[src/rtl/player_pkg.sv]
// Shared key codes, direction/jump state encodings and the registered command
// bundle for the player movement encoder.
package player_pkg;

    localparam int NUM_KEYS = 4;
    localparam int K_L = 0;
    localparam int K_R = 1;
    localparam int K_D = 2;
    localparam int K_J = 3;

    localparam logic [7:0] DEF_KEY_LEFT  = 8'h04;
    localparam logic [7:0] DEF_KEY_RIGHT = 8'h07;
    localparam logic [7:0] DEF_KEY_DOWN  = 8'h16;
    localparam logic [7:0] DEF_KEY_JUMP  = 8'h1A;
    localparam logic [7:0] KEY_NONE      = 8'h00;

    typedef enum logic [1:0] {
        DIR_NONE  = 2'd0,
        DIR_LEFT  = 2'd1,
        DIR_RIGHT = 2'd2
    } dir_t;

    typedef enum logic [1:0] {
        J_IDLE = 2'd0,
        J_FIRE = 2'd1,
        J_COOL = 2'd2,
        J_WAIT = 2'd3
    } jump_state_t;

    typedef struct packed {
        logic [7:0] keycode;
        logic       jump_pulse;
        logic       jump_busy;
        dir_t       dir;
    } cmd_t;

endpackage

[src/rtl/key_hold_filter.sv]
// Single-key presence detector with a release debounce: a press is seen at once,
// a release only after RELEASE_FRAMES consecutive absent frames.
module key_hold_filter #(
    parameter int         RELEASE_FRAMES = 2,
    parameter logic [7:0] KEY_CODE       = 8'h00
) (
    input  logic        frame_clk,
    input  logic        Reset,
    input  logic [31:0] keycodes_raw,
    output logic        held,
    output logic        rise
);

    localparam int CW = $clog2(RELEASE_FRAMES + 1);
    localparam logic [CW-1:0] RF_C = CW'(RELEASE_FRAMES);

    logic          present;
    logic          held_q;
    logic [CW-1:0] cnt_q, cnt_d;

    always_comb begin
        present = 1'b0;
        for (int s = 0; s < 4; s++)
            if (keycodes_raw[s*8 +: 8] == KEY_CODE) present = 1'b1;
    end

    // held is the next-state value so the top can act on the same edge
    always_comb begin
        cnt_d = cnt_q;
        held  = held_q;
        if (present) begin
            cnt_d = '0;
            held  = 1'b1;
        end else begin
            if (cnt_q != RF_C) cnt_d = cnt_q + 1'b1;
            if (cnt_d == RF_C) held = 1'b0;
        end
    end

    assign rise = held & ~held_q;

    always_ff @(posedge frame_clk or posedge Reset) begin
        if (Reset) begin
            cnt_q  <= '0;
            held_q <= 1'b0;
        end else begin
            cnt_q  <= cnt_d;
            held_q <= held;
        end
    end

endmodule

[src/rtl/player_cmd_encoder.sv]
// Encodes the raw HID keycode word into one movement keycode per frame, with
// last-pressed left/right arbitration and a one-shot, cooled-down jump.
module player_cmd_encoder
    import player_pkg::*;
#(
    parameter int         RELEASE_FRAMES = 2,
    parameter int         JUMP_COOLDOWN  = 64,
    parameter logic [7:0] KEY_LEFT       = DEF_KEY_LEFT,
    parameter logic [7:0] KEY_RIGHT      = DEF_KEY_RIGHT,
    parameter logic [7:0] KEY_DOWN       = DEF_KEY_DOWN,
    parameter logic [7:0] KEY_JUMP       = DEF_KEY_JUMP
) (
    input  logic        frame_clk,
    input  logic        Reset,
    input  logic [31:0] keycodes_raw,
    output logic [7:0]  keycode,
    output logic        jump_pulse,
    output logic        jump_busy,
    output logic [1:0]  dir_state
);

    localparam int CNT_W = $clog2(JUMP_COOLDOWN);
    localparam logic [NUM_KEYS-1:0][7:0] KEY_CODES = {KEY_JUMP, KEY_DOWN, KEY_RIGHT, KEY_LEFT};

    logic [NUM_KEYS-1:0] held, rise;

    dir_t              h_q, h_d;
    jump_state_t       j_q, j_d;
    logic [CNT_W-1:0]  cnt_q, cnt_d;
    cmd_t              cmd_q, cmd_d;

    for (genvar k = 0; k < NUM_KEYS; k++) begin : g_key
        key_hold_filter #(
            .RELEASE_FRAMES (RELEASE_FRAMES),
            .KEY_CODE       (KEY_CODES[k])
        ) u_filt (
            .frame_clk    (frame_clk),
            .Reset        (Reset),
            .keycodes_raw (keycodes_raw),
            .held         (held[k]),
            .rise         (rise[k])
        );
    end

    always_comb begin
        h_d   = h_q;
        j_d   = j_q;
        cnt_d = '0;
        cmd_d = '0;

        // a fresh press always wins; right wins a simultaneous press
        if (rise[K_R])      h_d = DIR_RIGHT;
        else if (rise[K_L]) h_d = DIR_LEFT;
        else begin
            case (h_q)
                DIR_LEFT:  if (!held[K_L]) h_d = held[K_R] ? DIR_RIGHT : DIR_NONE;
                DIR_RIGHT: if (!held[K_R]) h_d = held[K_L] ? DIR_LEFT : DIR_NONE;
                default:   h_d = held[K_R] ? DIR_RIGHT : (held[K_L] ? DIR_LEFT : DIR_NONE);
            endcase
        end

        case (j_q)
            J_IDLE: if (rise[K_J]) j_d = J_FIRE;
            J_FIRE: begin
                j_d   = J_COOL;
                cnt_d = CNT_W'(JUMP_COOLDOWN - 1);
            end
            J_COOL: begin
                if (cnt_q == '0) j_d = held[K_J] ? J_WAIT : J_IDLE;
                else             cnt_d = cnt_q - 1'b1;
            end
            J_WAIT: if (!held[K_J]) j_d = J_IDLE;
            default: j_d = J_IDLE;
        endcase

        cmd_d.jump_pulse = (j_d == J_FIRE);
        cmd_d.jump_busy  = (j_d == J_COOL) || (j_d == J_WAIT);
        cmd_d.dir        = h_d;
        if (j_d == J_FIRE)        cmd_d.keycode = KEY_JUMP;
        else if (h_d == DIR_LEFT)  cmd_d.keycode = KEY_LEFT;
        else if (h_d == DIR_RIGHT) cmd_d.keycode = KEY_RIGHT;
        else if (held[K_D])        cmd_d.keycode = KEY_DOWN;
        else                       cmd_d.keycode = KEY_NONE;
    end

    always_ff @(posedge frame_clk or posedge Reset) begin
        if (Reset) begin
            h_q   <= DIR_NONE;
            j_q   <= J_IDLE;
            cnt_q <= '0;
            cmd_q <= '0;
        end else begin
            h_q   <= h_d;
            j_q   <= j_d;
            cnt_q <= cnt_d;
            cmd_q <= cmd_d;
        end
    end

    assign keycode    = cmd_q.keycode;
    assign jump_pulse = cmd_q.jump_pulse;
    assign jump_busy  = cmd_q.jump_busy;
    assign dir_state  = cmd_q.dir;

endmodule

[config.mk]
export PLATFORM = sky130hd
export DESIGN_NAME = player_cmd_encoder
export DESIGN_NICKNAME = d
export VERILOG_FILES = /design/src/rtl/player_pkg.sv /design/src/rtl/key_hold_filter.sv /design/src/rtl/player_cmd_encoder.sv
export SDC_FILE = /design/constraint.sdc
export NUM_CORES = 1
export LEC_CHECK = 0
export CORE_ASPECT_RATIO = 0.8
export CORE_MARGIN = 1
export CORE_UTILIZATION = 45
export CTS_CLUSTER_SIZE = 40
export DETAILED_ROUTE_END_ITERATION = 16
export PLACE_DENSITY = 0.77
export SYNTH_ARGS = -nofsm -noshare
export SYNTH_HDL_FRONTEND = slang
export SYNTH_SLANG_ARGS = --single-unit
[constraint.sdc]
create_clock -name frame_clk -period 2 [get_ports frame_clk]
set_clock_uncertainty 0.05 [all_clocks]
set_input_delay 0.4 -clock frame_clk [delete_from_list [all_inputs] [get_ports frame_clk]]
set_output_delay 0.4 -clock frame_clk [all_outputs]
set_load 0.02 [all_outputs]
==> flow_summary.json <==
{
  "topRoutingLayerUsed": "met4",
  "pre_cts_slack_ns": -0.646,
  "start_kind": "primary input",
  "cp_top_family": "simple AND/OR/NAND/NOR gates",
  "dp.cells": 324,
  "fin_cells": 358,
  "worstHoldPathType": "primary input to async pin",
  "area_growth_pct": 64.0,
  "dr.pass1.iters": 4,
  "netlist_instances": 194,
  "cp_data_required_time_ns": 2.10,
  "synth_edf_count": 0,
  "slew_viol_final": 0,
  "cap_violations": 0,
  "p_per_area_nw_per_um2": 876,
  "diodes": 0,
  "grt_max_degree": 28,
  "worstPathArrival_ns": 2.16,
  "path_buf_inv": 2,
  "port_buffers": 42,
  "end_kind": "register",
  "synth_seq_cells": 27,
  "clk_pin_slew_ns": 0.10,
  "crit-reg2reg-launch": "g_key[1].u_filt.cnt_q[0]$_DFF_PP0_",
  "worstSkewPairLatency_ns": 0.28,
  "fp.dieH_um": 59.6,
  "critPathMaxFanout": 4,
  "die_w_um": 74.1,
  "rsz0062_at_grt": "yes",
  "drc": 0,
  "max_stage_delay_ns": 0.44,
  "synthDistinctLibCells": 54,
  "drt-initial-drc-count": 64,
  "dr_wl_met2_um": 3050,
  "reg2reg_depth": 9,
  "initial_core_util_pct": 48.2,
  "postCtsHoldBufs": 0,
  "drive_gt1_share_pct": 46.9,
  "yosysTopAreaCell": "dfrtp_1",
  "cts-buffers-inserted": 3,
  "finalPower_w": 0.00269,
  "power.leakage_nw": 1.49,
  "fin_crit_sh_pct": 103,
  "antenna_found_initial": 0,
  "fill_cells": 230,
  "grt_overflow": 0,
  "die_area_um2": 4420,
  "synth-async-reset-ratio_pct": 100,
  "yosysSeqAreaShare_pct": 36.1,
  "yosysWarningCount": 0,
  "ir_drop_v": 0.000608,
  "grt_pass1_wl_um": 8370,
  "drt-total-wl_um": 5790,
  "synth_area_per_cell_um2": 9.64,
  "hold_ws_ns": 0.436,
  "routedWlPerCell_um": 16.2,
  "fin_tns_setup_ns": -0.235,
  "core_area_um2": 3880,
  "clock.fmax_ghz": 0.485,
  "grt_pass1_vias": 1813,
  "htreeDepth": 1,
  "cts_buffer_depth": 2,
  "wl_met3_um": 162,
  "wl_met1_um": 2420,
  "worstPathCellList": "buf_2 -> nor4_4 -> buf_4 -> a32oi_4 -> nand4_4 -> nand4_1 -> a311oi_4 -> mux2_4 -> a21oi_2",
  "place_congestion": 0.844,
  "critPathKind": "primary input to register",
  "finalNetCount": 350,
  "layout_min_cycle_time_ns": 2.06,
  "mostFrequentLayoutCell": "buf_4",
  "cts_root_buffer": "clkbuf_8",
  "track_usage_pct": 25.1,
  "dp_hpwl_um": 3430,
  "synth.area.top_cells": "dfrtp_1 (36%), ha_1 (8.0%), nor2_1 (5.4%)",
  "vias": 1888,
  "violations": "negative setup slack",
  "setup_viol": 5,
  "ys.flop_type": "dfrtp_1",
  "synth_area_um2": 1870,
  "outcome": "finished with violations",
  "ios": 46,
  "synth_top_area_share_pct": 36.1,
  "ant_nets": 0,
  "reg2reg_slack_ns": -0.05,
  "final_cell_mix": "buf_4 (57), nor2_1 (25), dfrtp_1 (25)",
  "cts.sinks": 27,
  "crit_slowest_cell": "a311oi_4",
  "cts_tree": "done",
  "rows": 20,
  "viasPerCell": 5.27,
  "regToRegEndpoint": "keycode[2]$_DFF_PP0_",
  "hold_viol": 0,
  "timing.final.ws_setup_ns": -0.0606
}
[worst min-delay path, delay by kind of cell]
family                 cells  cell delay [ns]
buffers and inverters      3             0.78
[final cells by class]
class / count / area, um2 / area share [%]
clock buffer: 4 / 45.0 / 1.47
inverter: 22 / 82.6 / 2.69
multi-input combinational: 142 / 1330 / 43.3
sequential: 27 / 678 / 22.1
tap: 55 / 68.8 / 2.24
timing repair buffer: 108 / 862 / 28.1
[power by group]
part           switching, W  internal (W)  leakage [nW]
combinational      0.000790      0.000808          1.11
sequential        0.0000645      0.000704         0.356
clock              0.000177      0.000143        0.0228
total               0.00103       0.00166          1.49
[repair_timing]
action | CTS | global route
hold endpoints to repair | 0 | 0
pin swaps | 33 | 33
setup buffers | 21 | 10
resized for setup | 106 | 44
endpoints found under the setup margin | 9 | 12
[worst max-delay path by stage]
| stage | start | endpoint | slack (ns) | cells after the start |
|---|---|---|---|---|
| floorplan | keycodes_raw[21] | keycode[1]$_DFF_PP0_ | 0.002 | 8 |
| global placement | keycodes_raw[13] | keycode[4]$_DFF_PP0_ | -0.65 | 8 |
| detailed placement | keycodes_raw[13] | keycode[4]$_DFF_PP0_ | -0.65 | 8 |
| CTS | g_key[1].u_filt.cnt_q[1]$_DFF_PP0_ | keycode[2]$_DFF_PP0_ | -0.01 | 7 |
| global route | cnt_q[4]$_DFF_PP0_ | keycode[4]$_DFF_PP0_ | -0.14 | 7 |
| finish | keycodes_raw[13] | keycode[2]$_DFF_PP0_ | -0.06 | 9 |
[cell families after synthesis]
| group | share of synthesized area [%] |
|---|---|
| AOI/OAI and AO/OA | 15.7 |
| xor gates and xnor gates | 1.87 |
| adders and majority gates | 8.03 |
| buffers and inverters | 6.63 |
| DFF | 36.1 |
| muxes | 1.20 |
| other | 0.201 |
| and+or+nand+nor | 30.2 |
[stage by stage]
stage          utilization [%]  cell area, um2
2_1_floorplan                -            1890
3_3_place_gp              67.2            2610
3_5_place_dp              67.2            2610
4_1_cts                   75.7            2940
5_1_grt                   79.0            3070
6_report                  79.0            3070
[cells in the mapped netlist, types with 2 or more instances]
cell	number
and2_1	3
xnor2_1	2
inv_1	22
nand2b_1	2
nand4b_1	7
a31oi_1	3
nor4_4	3
ha_1	12
nand4_1	3
a21oi_1	4
nor2_1	27
and3_2	2
dfrtp_1	27
nand3_1	6
nand2_1	12
and4bb_1	3
o21ai_0	2
nor2b_1	2
nor3_1	3
xor2_1	2
buf_4	4
a21o_1	2
nand3b_1	4
a221oi_2	2
o21a_1	6
[routing by layer]
layer / track usage, % / vias up
met5: 0 / -
met4: 5.22 / 0
met3: 4.42 / 17
met2: 45.3 / 37
met1: 31.3 / 928
li1: - / 906
[registers in the layout, indices dropped and copies added, names as in the netlist]
register	flops
jump_busy	1
keycode	5
g_key.u_filt.cnt_q	8
g_key.u_filt.held_q	4
j_q	1
cnt_q	6
dir_state	2
Power figures use the tool's default switching activity.
